<file path="config.mk">
export PLATFORM = sky130hd
export DESIGN_NAME = pipeline_hazard_ctrl
export DESIGN_NICKNAME = d
export VERILOG_FILES = /design/src/rtl/npc_pipe_pkg.sv /design/src/rtl/hazard_detect.sv /design/src/rtl/pipeline_hazard_ctrl.sv
export SDC_FILE = /design/constraint.sdc
export NUM_CORES = 1
export LEC_CHECK = 0
export ABC_CLOCK_PERIOD_IN_PS = 1900
export BUFFER_PORTS_ARGS = -buffer_cell sky130_fd_sc_hd__buf_4
export CORE_UTILIZATION = 49
export DETAILED_ROUTE_END_ITERATION = 12
export PLACE_DENSITY = 0.82
export RECOVER_POWER = 25
export SYNTH_ARGS = -nofsm -noshare
export SYNTH_HDL_FRONTEND = slang
export SYNTH_SLANG_ARGS = --single-unit
</file>
<file path="constraint.sdc">
create_clock -name clk -period 1.9 [get_ports clk]
set_input_delay 0.19 -clock clk [delete_from_list [all_inputs] [get_ports clk]]
set_output_delay 0.19 -clock clk [all_outputs]
set_load 0.02 [all_outputs]
</file>
<file path="src/rtl/npc_pipe_pkg.sv">
// ============================================================================
// npc_pipe_pkg : shared types for the NPC five-stage pipeline control path
// Rev 1.0
// ============================================================================
`default_nettype none

package npc_pipe_pkg;

  localparam int REG_IDX_W = 5;

  typedef enum logic [1:0] {
    ST_RUN      = 2'd0,
    ST_MDU_WAIT = 2'd1,
    ST_MDU_HOLD = 2'd2
  } hz_state_e;

  // Per-stage register controls, consumed directly by the stage registers
  typedef struct packed {
    logic pc_stall;
    logic if_id_stall;
    logic id_ex_stall;
    logic ex_ls_stall;
    logic if_id_flush;
    logic id_ex_flush;
    logic ex_ls_bubble;
    logic ls_wb_bubble;
  } pipe_ctrl_t;

endpackage

`default_nettype wire

</file>
<file path="src/rtl/hazard_detect.sv">
// ============================================================================
// hazard_detect : load-use comparator between the ID and EX slots
// Rev 1.0
// ============================================================================
`default_nettype none

module hazard_detect
  import npc_pipe_pkg::*;
(
  input  logic                 id_valid,
  input  logic [REG_IDX_W-1:0] id_rs1,
  input  logic [REG_IDX_W-1:0] id_rs2,
  input  logic                 id_rs1_used,
  input  logic                 id_rs2_used,
  input  logic                 ex_valid,
  input  logic                 ex_is_load,
  input  logic                 ex_we,
  input  logic [REG_IDX_W-1:0] ex_rd,
  output logic                 load_use
);

  logic w_rs1_hit;
  logic w_rs2_hit;
  logic w_ex_load_wr;

  // x0 is hardwired, so a load targeting it never creates a dependency
  assign w_ex_load_wr = ex_valid & ex_is_load & ex_we & (ex_rd != '0);
  assign w_rs1_hit    = id_rs1_used & (id_rs1 == ex_rd);
  assign w_rs2_hit    = id_rs2_used & (id_rs2 == ex_rd);
  assign load_use     = id_valid & w_ex_load_wr & (w_rs1_hit | w_rs2_hit);

endmodule

`default_nettype wire

</file>
<file path="src/rtl/pipeline_hazard_ctrl.sv">
// ============================================================================
// pipeline_hazard_ctrl : stall/flush/redirect scheduler for the NPC pipeline
// Rev 1.0
// ============================================================================
`default_nettype none

module pipeline_hazard_ctrl
  import npc_pipe_pkg::*;
#(
  parameter int WIDTH   = 32,
  parameter int TIMEOUT = 1024
) (
  input  logic                 clk,
  input  logic                 rst_n,
  input  logic [REG_IDX_W-1:0] id_rs1,
  input  logic [REG_IDX_W-1:0] id_rs2,
  input  logic                 id_rs1_used,
  input  logic                 id_rs2_used,
  input  logic                 id_valid,
  input  logic                 ex_valid,
  input  logic                 ex_is_load,
  input  logic                 ex_we,
  input  logic [REG_IDX_W-1:0] ex_rd,
  input  logic                 ex_redirect,
  input  logic [WIDTH-1:0]     ex_redirect_pc,
  input  logic                 ex_mdu_start,
  input  logic                 ex_mdu_done,
  input  logic                 ls_mem_req,
  input  logic                 ls_mem_ready,
  output logic                 pc_stall,
  output logic                 if_id_stall,
  output logic                 id_ex_stall,
  output logic                 ex_ls_stall,
  output logic                 if_id_flush,
  output logic                 id_ex_flush,
  output logic                 ex_ls_bubble,
  output logic                 ls_wb_bubble,
  output logic                 pc_redirect_valid,
  output logic [WIDTH-1:0]     pc_redirect_target,
  output logic                 mem_timeout
);

  localparam int CNT_W = $clog2(TIMEOUT + 1);

  hz_state_e        state_q, state_d;
  logic             pend_q, pend_d;
  logic [WIDTH-1:0] pend_pc_q, pend_pc_d;
  logic [CNT_W-1:0] wait_cnt_q, wait_cnt_d;
  logic             mem_timeout_q, mem_timeout_d;

  logic             w_freeze;
  logic             w_load_use;
  logic             w_mdu_stall;
  pipe_ctrl_t       w_ctrl;
  logic             w_rdr_valid;
  logic [WIDTH-1:0] w_rdr_target;

  assign w_freeze = ls_mem_req & ~ls_mem_ready;

  hazard_detect u_hazard_detect (
    .id_valid    (id_valid),
    .id_rs1      (id_rs1),
    .id_rs2      (id_rs2),
    .id_rs1_used (id_rs1_used),
    .id_rs2_used (id_rs2_used),
    .ex_valid    (ex_valid),
    .ex_is_load  (ex_is_load),
    .ex_we       (ex_we),
    .ex_rd       (ex_rd),
    .load_use    (w_load_use)
  );

  // The start cycle stalls too, before the state register has moved
  assign w_mdu_stall = ((state_q == ST_MDU_WAIT) & ~ex_mdu_done) |
                       ((state_q == ST_RUN) & ex_mdu_start);

  always_comb begin
    state_d = state_q;
    case (state_q)
      ST_RUN:      if (ex_mdu_start) state_d = ST_MDU_WAIT;
      ST_MDU_WAIT: if (ex_mdu_done)  state_d = w_freeze ? ST_MDU_HOLD : ST_RUN;
      ST_MDU_HOLD: if (!w_freeze)    state_d = ST_RUN;
      default:                       state_d = ST_RUN;
    endcase
  end

  always_comb begin
    w_ctrl       = '0;
    w_rdr_valid  = 1'b0;
    w_rdr_target = '0;
    pend_d       = pend_q;
    pend_pc_d    = pend_pc_q;

    if (w_freeze) begin
      w_ctrl.pc_stall     = 1'b1;
      w_ctrl.if_id_stall  = 1'b1;
      w_ctrl.id_ex_stall  = 1'b1;
      w_ctrl.ex_ls_stall  = 1'b1;
      w_ctrl.ls_wb_bubble = 1'b1;
      if (ex_redirect) begin
        pend_d    = 1'b1;
        pend_pc_d = ex_redirect_pc;
      end
    end else if (w_mdu_stall) begin
      w_ctrl.pc_stall     = 1'b1;
      w_ctrl.if_id_stall  = 1'b1;
      w_ctrl.id_ex_stall  = 1'b1;
      w_ctrl.ex_ls_bubble = 1'b1;
    end else if (ex_redirect | pend_q) begin
      w_ctrl.if_id_flush = 1'b1;
      w_ctrl.id_ex_flush = 1'b1;
      w_rdr_valid        = 1'b1;
      w_rdr_target       = ex_redirect ? ex_redirect_pc : pend_pc_q;
      pend_d             = 1'b0;
    end else if (w_load_use) begin
      w_ctrl.pc_stall    = 1'b1;
      w_ctrl.if_id_stall = 1'b1;
      w_ctrl.id_ex_flush = 1'b1;
    end

    // Outputs are silenced for the whole reset window, not just at the edge
    if (!rst_n) begin
      w_ctrl       = '0;
      w_rdr_valid  = 1'b0;
      w_rdr_target = '0;
    end
  end

  always_comb begin
    wait_cnt_d = '0;
    if (w_freeze) begin
      wait_cnt_d = (wait_cnt_q == CNT_W'(TIMEOUT)) ? wait_cnt_q : wait_cnt_q + 1'b1;
    end
    mem_timeout_d = mem_timeout_q | (w_freeze & (wait_cnt_q == CNT_W'(TIMEOUT - 1)));
  end

  always_ff @(posedge clk or negedge rst_n) begin
    if (!rst_n) begin
      state_q       <= ST_RUN;
      pend_q        <= 1'b0;
      pend_pc_q     <= '0;
      wait_cnt_q    <= '0;
      mem_timeout_q <= 1'b0;
    end else begin
      state_q       <= state_d;
      pend_q        <= pend_d;
      pend_pc_q     <= pend_pc_d;
      wait_cnt_q    <= wait_cnt_d;
      mem_timeout_q <= mem_timeout_d;
    end
  end

  assign pc_stall           = w_ctrl.pc_stall;
  assign if_id_stall        = w_ctrl.if_id_stall;
  assign id_ex_stall        = w_ctrl.id_ex_stall;
  assign ex_ls_stall        = w_ctrl.ex_ls_stall;
  assign if_id_flush        = w_ctrl.if_id_flush;
  assign id_ex_flush        = w_ctrl.id_ex_flush;
  assign ex_ls_bubble       = w_ctrl.ex_ls_bubble;
  assign ls_wb_bubble       = w_ctrl.ls_wb_bubble;
  assign pc_redirect_valid  = w_rdr_valid;
  assign pc_redirect_target = w_rdr_target;
  assign mem_timeout        = mem_timeout_q;

endmodule

`default_nettype wire
</file>
==> results of run 1 <==
[cell type report]
cell class | count | area [µm²]
clock buffers | 6 | 72.6
fillers | 400 | 1460
inverters | 4 | 15.0
multi-input cells | 177 | 1410
flip-flops and latches | 47 | 1180
well taps | 70 | 87.6
repair buffers | 113 | 925
[cell usage after synthesis, types with 2 or more instances]
| library cell | n | area, µm² |
|---|---|---|
| xor2_1 | 13 | 114 |
| or2b_2 | 2 | 17.5 |
| nor2_2 | 2 | 12.5 |
| and4_1 | 2 | 17.5 |
| nand3_1 | 2 | 10.0 |
| o31ai_1 | 2 | 15.0 |
| inv_1 | 4 | 15.0 |
| nand2_1 | 8 | 30.0 |
| xnor2_1 | 5 | 43.8 |
| nor4_1 | 4 | 25.0 |
| nand4_1 | 4 | 25.0 |
| or3_1 | 2 | 12.5 |
| buf_2 | 5 | 25.0 |
| dfrtp_1 | 47 | 1180 |
| o21ai_0 | 4 | 20.0 |
| clkbuf_1 | 3 | 11.3 |
| mux2i_1 | 33 | 330 |
| nand2b_1 | 2 | 12.5 |
| ha_1 | 2 | 25.0 |
| nor2_1 | 42 | 158 |
| mux2_2 | 33 | 372 |
| a21oi_1 | 2 | 10.0 |
| and3_1 | 2 | 12.5 |
| nor3_1 | 2 | 10.0 |
| buf_4 | 3 | 22.5 |
| buf_6 | 4 | 45.0 |
[layer usage]
metal / vias to the layer above / track usage (%) / share of wire [%]
li1: 1040 / - / -
met1: 1033 / 25.1 / 42
met2: 47 / 38.4 / 54
met3: 8 / 5.03 / 3.2
met4: 0 / 4.32 / 0.71
met5: - / 0 / 0
[registers in the layout (all words and copies together), names as in the netlist]
name         cells
mem_timeout      1
pend_pc_q       32
pend_q           1
state_q          2
wait_cnt_q      11
[path summary, 6_finish.rpt]
check	start	slack, ns	cells past startpoint	end
worst min-delay path	ex_redirect_pc[5]	0.14	2	pend_pc_q[5]
max in group asynchronous	rst_n	0.78	4	pend_pc_q[14]
worst min register to register	mem_timeout	0.49	1	mem_timeout
min in group asynchronous	rst_n	0.41	3	wait_cnt_q[7]
worst max register to register	wait_cnt_q[1]	0.42	5	wait_cnt_q[10]
worst max-delay path	state_q[0]	-0.03	6	pc_redirect_target[16]
[repair_timing]
action | 4_1_cts | 5_1_grt
endpoints found under the hold margin | 10 | 0
setup buffers | 1 | 1
gates resized for setup | 6 | 32
setup endpoints to repair | 37 | 38
hold buffers | 1 | 0
pin swaps | 1 | 1
[power by group through the flow]
stage                     Sequential (W)  Combinational (W)  Clock (W)
final                            0.00121           0.000749   0.000534
after global placement           0.00121           0.000665          0
after global routing             0.00122           0.000813   0.000596
after detailed placement         0.00122           0.000680          0
after floorplan                  0.00121           0.000418          0
after CTS                        0.00120           0.000699   0.000558
[kinds of logic after synthesis]
kind of cell | count (synthesis) | synth area share (%)
compound gates | 11 | 2.94
buf+inv | 19 | 4.50
flops | 47 | 44.5
xor+xnor | 18 | 5.97
mux | 66 | 26.6
simple gates | 80 | 14.5
fa+ha+maj | 2 | 0.948
[metrics by stage]
stage | instances | setup TNS (ns)
detailed placement | 408 | 0
finish | 417 | -0.173
CTS | 416 | -1.21
global placement | 408 | 0
global route | 417 | -2.82
floorplan | 243 | 0
[cell usage in the layout, fill, tap and decap left out, drive strengths merged, types with 5 or more instances in the layout]
| master | instances |
|---|---|
| nand2 | 8 |
| mux2 | 33 |
| dfrtp | 47 |
| xor2 | 13 |
| xnor2 | 5 |
| mux2i | 33 |
| clkbuf | 7 |
| nor2 | 44 |
| buf | 111 |
==> summary.txt, run 1 <==
Power
  • Combinational share of power: between 30% and 40%
  • Flop pwr share: about half
  • Int Power: 0.00179 W
  • Power Density: between 600 and 700 nW/µm²
  • Clk pwr share: between 20% and 30%
  • Leak: between 1.5 and 2 nW
  • Worst IR Drop VDD: 0.000563 V
  • Sw frac: 28.1%
  • Net Sw Power: about 0.0007 W
  • Pwr Total: between 0.002 and 0.0025 W

Setup path
  • Worst setup EP type: primary output
  • Crit path required time: between 1.5 and 2 ns
  • Critical path class: reg2out
  • Delay of the slowest critical-path stage: ~0.40 ns
  • Max FO, Critical Path: 20
  • CP top delay family: simple AND/OR/NAND/NOR gates
  • Critical Path AT: 1.74 ns
  • CP max-delay cell: dfrtp_1
  • CP Launch Type: flip-flop
  • Cells along the critical path: or2b_2, a21oi_4, or3_4, buf_12, nor2_1, buf_4
  • CP bufs+invs: 2

Placed design
  • Routability Congestion: approximately 0.8
  • DP Area: 3450 µm²
  • Dpl ws: 0.200 ns
  • Port Buffers: 101
  • DP HPWL: between 4000 and 5000 µm

Timing
  • Period minus WS final: between 1.5 and 2 ns
  • Fmax achieved: 0.518 GHz
  • Hold slack: about 0.14 ns
  • Final worst setup slack: -0.0317 ns
  • Slew Limit Fails: 0
  • Worst-margin pin slew: between 0.4 and 0.5 ns
  • Layout Skew: between 0.004 and 0.005 ns
  • # setup viols final: 20
  • Fin crit share: 102%
  • Hold Vio Cnt, Final: 0
  • RSZ-0062 raised after global routing: true
  • Relative slew margins: 68.8%

Floorplanning
  • Core ar.: approximately 5100 µm²
  • Die width: 75.4 µm
  • Number of I/O pins: 102
  • FP Rows: 26
  • Die ar.: between 5000 and 6000 µm²
  • Die height: between 70 and 80 µm
  • Initial Util: approximately half

Synthesis
  • Synth Register Bits: 47
  • Distinct cell type count after synthesis: 35
  • Gate Count Post-Synth: about 240
  • Synth Flop Type: dfrtp_1
  • Synth Cell Area: ~2600 µm²
  • Register area share after synthesis: between 40 and 50%
  • Async set-reset flop share out of synthesis: between 90% and 100%
  • Syn avg cell area: ~11 µm²
  • Post-synth EDFFs: 0
  • Post-Syn Nets: 305
  • Yosys warning total: 0

Global route
  • First-pass GRT wire length: between 8000 and 9000 µm
  • Total gr overflow: 0
  • Initial antenna violation count: 0
  • Pin count of the biggest net entering global routing: 38
  • GRT Util Overall: 21.0%
  • Vias in the first global route: 2008

Detailed routing
  • Antenna-violating nets left: 0
  • DRC Markers: 0
  • Routed len/inst: approximately 14 µm
  • WL final: ~5900 µm
  • Via density: 5.10
  • Drt first pass iters: 4
  • Via count: 2128
  • DR iter-0 viols: 51

Clock network
  • CTS tree: built
  • CTS sink cnt: 47
  • H-tree lvl count: 2
  • Num CTS Buffers: 5
  • Clock transition at path regs: 0.08 ns
  • CTS Buffer Depth: 2
  • Clock root buffer: clkbuf_8
  • Clk Latency, worst-skew pair: ~0.29 ns

Layout
  • Area grow syn2layout: 39.4%
  • Fin area: 3680 µm²
  • N_diodes: 0
  • Final net count: 410
  • Layout cells sized above 1: 49.0%
  • Core Util, Final: between 70% and 80%

Status
  • Violated checks: setup timing
  • Status: finished with violations

Worst hold path
  • Hold Path Class: in2reg

Flow run
  • Max-cap violations: 0
Power figures use the tool's default switching activity.
==> inputs of run 2 (changes only) <==
--- a/config.mk
+++ b/config.mk
@@ -7,10 +7,11 @@
 export LEC_CHECK = 0
 export ABC_CLOCK_PERIOD_IN_PS = 1900
 export BUFFER_PORTS_ARGS = -buffer_cell sky130_fd_sc_hd__buf_4
-export CORE_UTILIZATION = 49
+export CORE_UTILIZATION = 51
 export DETAILED_ROUTE_END_ITERATION = 12
-export PLACE_DENSITY = 0.82
+export PLACE_DENSITY = 0.83
 export RECOVER_POWER = 25
 export SYNTH_ARGS = -nofsm -noshare
 export SYNTH_HDL_FRONTEND = slang
+export SYNTH_HIERARCHICAL = 1
 export SYNTH_SLANG_ARGS = --single-unit
==> run 2 against run 1 <==
Effect of this change:
- the flow now finishes without violations
- global-route usage up 4.0 points
- critical endpoint is now if_id_stall
- combinational power up 8.1%
- highest routed layer unchanged
- sequential power about the same
==> summary.txt, run 2 <==
Layout
  • Largest regs: pend_pc_q: 32 flops, wait_cnt_q: 11 flops, state_q: 2 flops (unchanged)
  • Area grow syn2layout: 35.7% (was 39.4%)
  • Most frequent cells in the layout: buf_4, nand2_1, dfrtp_1, o21ai_0, mux2_2 (was buf_4, dfrtp_1, mux2i_1, mux2_2, nor2_1)
  • Max FFs per register: 32 (unchanged)
  • Largest reg by FF count: pend_pc_q (unchanged)
  • Most common cell after layout, fill and taps aside: buf_4 (unchanged)
  • Layout cells sized above 1: 39.2% (was 49.0%)
  • N_diodes: 0 (unchanged)
  • Final net count: 484 (was 410)

Detailed routing
  • DR iter-0 viols: 138 (was 51)
  • Antenna-violating nets left: 0 (unchanged)
  • Via count: 2859 (was 2128)
  • WL final: 7650 µm (was 5900 µm)
  • Via density: 5.78 (was 5.10)
  • Drt first pass iters: 4 (unchanged)
  • DRC Markers: 0 (unchanged)
  • Routed len/inst: 15.4 µm (was 14.1 µm)

Timing
  • # setup viols final: 0 (was 20)
  • Hold Vio Cnt, Final: 0 (unchanged)
  • Fmax achieved: 0.533 GHz (was 0.518 GHz)
  • Period minus WS final: 1.88 ns (was 1.93 ns)
  • Final worst setup slack: 0.0243 ns (was -0.0317 ns)
  • Relative slew margins: 68.9% (was 68.8%)
  • Slew Limit Fails: 0 (unchanged)
  • RSZ-0062 raised after global routing: true (unchanged)
  • Layout Skew: 0.00850 ns (was 0.00481 ns)
  • Fin crit share: 98.7% (was 102%)
  • Worst-margin pin slew: 0.466 ns (was 0.468 ns)

Floorplanning
  • FP Rows: 27 (was 26)
  • Die height: 78.7 µm (was 75.4 µm)
  • Core ar.: 5570 µm² (was 5140 µm²)
  • Initial Util: 53.8% (was 51.4%)
  • Number of I/O pins: 102 (unchanged)
  • Die ar.: 6200 µm² (was 5690 µm²)
  • Die width: 78.7 µm (was 75.4 µm)

Synthesis
  • Most common cell in the netlist: nand2_1 (was dfrtp_1)
  • Synth Register Bits: 47 (unchanged)
  • Yosys warning total: 6 (was 0)
  • Async set-reset flop share out of synthesis: 100% (unchanged)
  • Commonest cells post-synth: nand2_1, dfrtp_1, o21ai_0 (was dfrtp_1, nor2_1, mux2_2, mux2i_1, xor2_1)
  • Register area share after synthesis: 39.2% (was 44.5%)
  • Top cells by area, synth: dfrtp_1, mux2_2, and4b_1 (was dfrtp_1, mux2_2, mux2i_1)
  • Synth Flop Type: dfrtp_1 (unchanged)
  • Post-synth EDFFs: 0 (unchanged)
  • Synth area leader: dfrtp_1 (unchanged)
  • Synth Cell Area: 3000 µm² (was 2640 µm²)
  • Distinct cell type count after synthesis: 37 (was 35)
  • Gate Count Post-Synth: 331 (was 243)
  • Post-Syn Nets: 393 (was 305)
  • Yosys top cell area share: 39.2% (was 44.5%)
  • Syn avg cell area: 9.07 µm² (was 10.9 µm²)

Clock network
  • Clock root buffer: clkbuf_8 (unchanged)
  • CTS tree: built (unchanged)
  • H-tree lvl count: 2 (unchanged)
  • Num CTS Buffers: 5 (unchanged)
  • Clk Latency, worst-skew pair: 0.29 ns (about the same)
  • CTS Buffer Depth: 2 (unchanged)
  • CTS sink cnt: 47 (unchanged)
  • Clock transition at path regs: 0.09 ns (was 0.08 ns)

Power
  • Int Power: 0.00182 W (was 0.00179 W)
  • Worst IR Drop VDD: 0.000449 V (was 0.000563 V)
  • Sw frac: 30.2% (was 28.1%)
  • Combinational share of power: 31.0% (was 30.1%)
  • Clk pwr share: 22.7% (was 21.5%)
  • Net Sw Power: 0.000790 W (was 0.000700 W)
  • Pwr Total: 0.00261 W (was 0.00249 W)
  • Leak: 1.90 nW (was 1.80 nW)
  • Power Density: 642 nW/µm² (was 676 nW/µm²)
  • Flop pwr share: 46.4% (was 48.5%)

Global route
  • GRT Util Overall: 25.0% (was 21.0%)
  • Vias in the first global route: 2658 (was 2008)
  • Initial antenna violation count: 0 (unchanged)
  • Total gr overflow: 0 (unchanged)
  • Pin count of the biggest net entering global routing: 50 (was 38)
  • First-pass GRT wire length: 12300 µm (was 8950 µm)

Worst hold path
  • Worst Hold End: pend_pc_q[25] (was pend_pc_q[5])
  • Hold Crit Start: ex_redirect_pc[25] (was ex_redirect_pc[5])
  • Hold path cells: 2 (unchanged)
  • Hold Path Class: in2reg (unchanged)

Status
  • Status: finished clean (was finished with violations)

Setup path
  • Cells along the critical path: buf_6, xor2_2, nor4_2, nand3_1, a221oi_2, and2_1, o31a_1, buf_6 (was or2b_2, a21oi_4, or3_4, buf_12, nor2_1, buf_4)
  • Worst setup EP type: primary output (unchanged)
  • Crit path required time: 1.71 ns (about the same)
  • Reg2reg end: wait_cnt_q[2] (was wait_cnt_q[10])
  • FF-to-FF path depth: 3 (was 5)
  • Critical path class: in2out (was reg2out)
  • CP Launch Type: input pin (was flip-flop)
  • Max FO, Critical Path: 2 (was 20)
  • Delay of the slowest critical-path stage: 0.30 ns (was 0.40 ns)
  • Critical Path AT: 1.69 ns (was 1.74 ns)
  • CP dominant cell by count: buf_6
  • R2R Setup Slk: 0.16 ns (was 0.42 ns)
  • R2R Path Start: wait_cnt_q[3] (was wait_cnt_q[1])
  • CP max-delay cell: a221oi_2 (was dfrtp_1)

Flow run
  • Max-cap violations: 0 (unchanged)

Placed design
  • DP HPWL: 5100 µm (was 4270 µm)
  • Dpl ws: 0.0210 ns (was 0.200 ns)
  • Routability Congestion: 0.786 (was 0.778)
  • Port Buffers: 101 (unchanged)
[run 2: changes by cell type in the layout (fill, tap and decap cells not counted), sizes merged, moves of 5 or more]
cell / change
o21ai: +30
nand3: +5
and4b: +32
nand2: +63
nor2: -39
mux2i: -32
[run 2: per-stage QoR]
| stage | hold slack [ns] | util (%) | std cells | area, µm² | setup TNS (ns) |
|---|---|---|---|---|---|
| after floorplan | -0.106 | - | 331 | 3010 | 0 |
| after global placement | 0.0740 | 68.9 | 484 | 3840 | 0 |
| after detailed placement | 0.0802 | 68.9 | 484 | 3840 | 0 |
| after CTS | 0.127 | 70.7 | 493 | 3940 | 0 |
| after global routing | 0.118 | 73.1 | 495 | 4070 | -0.198 |
| final | 0.130 | 73.1 | 495 | 4070 | 0 |
[run 2: layer usage]
metal	up-vias	wire [µm]	part of all wire, %	global-route usage (%)
met5	-	0	0	0
met3	10	372	4.9	3.91
li1	1362	-	-	-
met1	1406	3300	43	33.0
met2	81	3880	51	42.9
met4	0	94	1.2	6.30
[run 2: timing repair]
action                     CTS  global route
setup endpoints to repair    0            28
resized for setup            0            23
hold endpoints to repair    11             0
buffers inserted             0             1
hold buffers                 1             0
[run 2: area by class of cell]
cell class              instances  area (µm²)
multi-input cells             245        1710
inverters                       7        26.3
clock buffers                   5        68.8
flip-flops and latches         47        1180
repair buffers                116         980
fillers                       416        1500
well taps                      72        90.1
clock inverters                 3        20.0
[run 2: power by group through the flow]
stage,registers [W],logic [W],clock network [W]
floorplan,0.00121,0.000449,0
global placement,0.00122,0.000721,0
detailed placement,0.00123,0.000741,0
CTS,0.00121,0.000744,0.000604
global route,0.00123,0.000880,0.000653
finish,0.00121,0.000810,0.000592
[run 2: cells by family (layout without fill, tap and decap cells)]
kind of cell / count (synthesis) / in the layout / synth area share (%)
multiplexers: 34 / 34 / 12.7
adder cells (fa/ha/maj): 2 / 2 / 0.834
AND/OR/NAND/NOR: 145 / 145 / 28.1
XOR/XNOR: 12 / 12 / 3.50
buffers and inverters: 39 / 131 / 5.50
AO/OA/AOI/OAI: 52 / 52 / 10.2
flip-flops: 47 / 47 / 39.2
[run 2: critical path, delay by kind of cell]
family	cells	cell delay, ns
xor gates and xnor gates	1	0.16
AOI/OAI and AO/OA	2	0.49
buffers and inverters	2	0.23
and+or+nand+nor	3	0.61
[run 2: worst max path at each step]
stage                     startpoint                end  cells after the start
after floorplan           state_q[0]  pc_redirect_valid                      6
after global placement      ex_rd[2]        id_ex_flush                      8
after detailed placement    ex_rd[2]        id_ex_flush                      8
after CTS                   ex_rd[2]        id_ex_flush                      8
after global routing       id_rs1[2]        id_ex_flush                      8
final                      id_rs1[2]        if_id_stall                      8
==> inputs of run 3 (changes only) <==
--- a/config.mk
+++ b/config.mk
@@ -5,9 +5,10 @@
 export SDC_FILE = /design/constraint.sdc
 export NUM_CORES = 1
 export LEC_CHECK = 0
-export ABC_CLOCK_PERIOD_IN_PS = 1900
+export ABC_CLOCK_PERIOD_IN_PS = 1850
 export BUFFER_PORTS_ARGS = -buffer_cell sky130_fd_sc_hd__buf_4
 export CORE_UTILIZATION = 51
+export CTS_BUF_LIST = sky130_fd_sc_hd__clkbuf_16
 export DETAILED_ROUTE_END_ITERATION = 12
 export PLACE_DENSITY = 0.83
 export RECOVER_POWER = 25
==> constraint.sdc (replaced) <==
create_clock -name clk -period 1.85 [get_ports clk]
set_input_delay 0.185 -clock clk [delete_from_list [all_inputs] [get_ports clk]]
set_output_delay 0.185 -clock clk [all_outputs]
set_load 0.02 [all_outputs]
==> run 3 against run 2 <==
Effect of this change:
- the run now ends with setup timing left
- sequential share of layout area fell by 2.0 points
- clock-buffer cell count unchanged
- register-to-register slack barely moved
- via count is 5.5% higher
- critical path type unchanged
- largest power group unchanged
==> summary.txt, run 3 (synthesis results as in run 2) <==
Timing
  • Layout Skew: 0.00732 ns (was 0.00850 ns)
  • Hold Vio Cnt, Final: 0 (unchanged)
  • Fin crit share: 108%
  • Worst-margin pin slew: 0.547 ns (was 0.466 ns)
  • Slew Limit Fails: 0 (unchanged)
  • Fmax achieved: around 0.50 GHz
  • # setup viols final: 5 (was 0)
  • Final worst setup slack: -0.148 ns (was 0.0243 ns)
  • Final setup TNS: -0.437 ns (was 0 ns)
  • Relative slew margins: 63.4% (was 68.9%)
  • Period minus WS final: about 2 ns
  • RSZ-0062 raised after global routing: true (unchanged)

Clock network
  • Clk Latency, worst-skew pair: 0.29 ns (about the same)
  • H-tree lvl count: 2 (unchanged)
  • Clock transition at path regs: 0.07 ns (was 0.09 ns)
  • CTS Buffer Depth: 2 (unchanged)
  • CTS sink cnt: 47 (unchanged)
  • Num CTS Buffers: 5 (unchanged)
  • Clock root buffer: clkbuf_16 (was clkbuf_8)
  • CTS tree: built (unchanged)

Floorplanning
  • Die width: 78.7 µm (unchanged)
  • FP Rows: 27 (unchanged)
  • Initial Util: 53.8% (unchanged)
  • Die height: 78.7 µm (unchanged)
  • Number of I/O pins: 102 (unchanged)
  • Die ar.: 6200 µm² (unchanged)
  • Core ar.: 5570 µm² (unchanged)

Layout
  • Fillers: 363 (was 416)
  • N_diodes: 0 (unchanged)
  • Reg area: 1180 µm² (unchanged)
  • Multi-input logic area: 1730 µm² (was 1710 µm²)
  • Largest regs: pend_pc_q: 32 flops, wait_cnt_q: 11 flops, state_q: 2 flops (unchanged)
  • Largest reg by FF count: pend_pc_q (unchanged)
  • Final net count: 495 (was 484)
  • Most frequent cells in the layout: buf_4, nand2_1, dfrtp_1, o21ai_0, mux2_2 (unchanged)
  • Max FFs per register: 32 (unchanged)
  • Core Util, Final: 78.5% (was 73.1%)
  • Most common cell after layout, fill and taps aside: buf_4 (unchanged)
  • Layout cells sized above 1: 40.6% (was 39.2%)
  • Fin area: 4380 µm² (was 4070 µm²)
  • Area grow syn2layout: 45.8% (was 35.7%)

Detailed routing
  • Drt first pass iters: 7 (was 4)
  • Routed len/inst: 18.3 µm (was 15.4 µm)
  • Antenna-violating nets left: 0 (unchanged)
  • Via count: 3017 (was 2859)
  • Via density: 5.96 (was 5.78)
  • WL final: 9280 µm (was 7650 µm)
  • DRC Markers: 0 (unchanged)
  • DR iter-0 viols: 248 (was 138)

Placed design
  • Port Buffers: 101 (unchanged)
  • DP Area: 3860 µm² (was 3840 µm²)
  • DP HPWL: 5380 µm (was 5100 µm)
  • Routability Congestion: 0.769 (was 0.786)

Global route
  • Initial antenna violation count: 0 (unchanged)
  • Vias in the first global route: 2709 (was 2658)
  • Pin count of the biggest net entering global routing: 50 (unchanged)
  • GRT Util Overall: 26.1% (was 25.0%)
  • Total gr overflow: 0 (unchanged)
  • First-pass GRT wire length: 12600 µm (was 12300 µm)

Power
  • Worst IR Drop VDD: 0.000455 V (was 0.000449 V)
  • Power Density: 719 nW/µm² (was 642 nW/µm²)
  • Leak: 2.04 nW (was 1.90 nW)

Status
  • Status: finished with violations (was finished clean)
  • Violated checks: setup timing

Setup path
  • R2R Path Start: wait_cnt_q[4] (was wait_cnt_q[3])
  • Critical Path AT: 1.81 ns (was 1.69 ns)
  • Reg2reg end: wait_cnt_q[2] (unchanged)
  • R2R Setup Slk: 0.17 ns (was 0.16 ns)
  • CP Launch Type: input pin (unchanged)
  • Worst setup EP type: primary output (unchanged)
  • Max FO, Critical Path: 2 (unchanged)
  • Critical path class: in2out (unchanged)
  • FF-to-FF path depth: 3 (unchanged)
  • Crit path required time: 1.66 ns (was 1.71 ns)

Flow run
  • Max-cap violations: 0 (unchanged)

Worst hold path
  • Hold Path Class: in2reg (unchanged)
  • Hold Crit Start: ex_redirect_pc[12] (was ex_redirect_pc[25])
  • Worst Hold End: pend_pc_q[12] (was pend_pc_q[25])
  • Hold path cells: 2 (unchanged)
-- run 3: power breakdown --
group | total (W) | internal (W) | switching, W
Clock | 0.000869 | 0.000493 | 0.000375
Sequential | 0.00126 | 0.00117 | 0.0000878
Combinational | 0.00102 | 0.000560 | 0.000458
-- run 3: critical path, stage by stage --
cell and delay (ns):
buf_8 0.10, xor2_4 0.17, nor4_4 0.30, nand3_1 0.16
a221oi_2 0.36, and2_1 0.20, o31a_1 0.19, buf_6 0.13
-- run 3: cell type report --
class,count,share of cell area (%)
Multi-Input combinational cell,245,39.5
Tap cell,72,2.06
Clock buffer,5,2.86
Clock inverter,3,0.343
Timing Repair Buffer,127,27.7
Inverter,7,0.600
Sequential cell,47,26.9
-- run 3: layer usage --
layer,vias to the layer above,wire length (µm),global-route usage [%]
li1,1393,-,-
met1,1479,3680,32.4
met2,129,4890,45.7
met3,16,548,5.17
met4,0,164,8.15
met5,-,0,0
-- run 3: through the flow --
step	total power, W	setup slack [ns]	hold slack, ns	instances
after CTS	0.00290	-0.0961	0.137	496
after global placement	0.00199	0.0266	0.108	486
after detailed placement	0.00203	-0.201	0.109	486
final	0.00315	-0.148	0.133	506
after global routing	0.00328	-0.192	0.132	506
after floorplan	0.00170	0.0203	-0.111	331
-- run 3: what timing repair did --
item	4_1_cts	5_1_grt
pin swaps	4	7
setup endpoints to repair	3	35
endpoints found under the hold margin	11	0
gates cloned	0	7
buffers inserted	0	3
hold buffers	2	0
resized for setup	6	39
-- run 3: worst max path at each step --
| stage | startpoint | endpoint | slack, ns | cells after the start |
|---|---|---|---|---|
| final | id_rs1[2] | pc_stall | -0.15 | 8 |
| after global routing | id_rs2[1] | if_id_stall | -0.19 | 8 |
| after CTS | ex_rd[1] | pc_stall | -0.1 | 8 |
| after detailed placement | ex_rd[2] | id_ex_flush | -0.20 | 8 |
| after global placement | ex_rd[2] | id_ex_flush | 0.03 | 8 |
| after floorplan | state_q[0] | pc_redirect_valid | 0.02 | 6 |
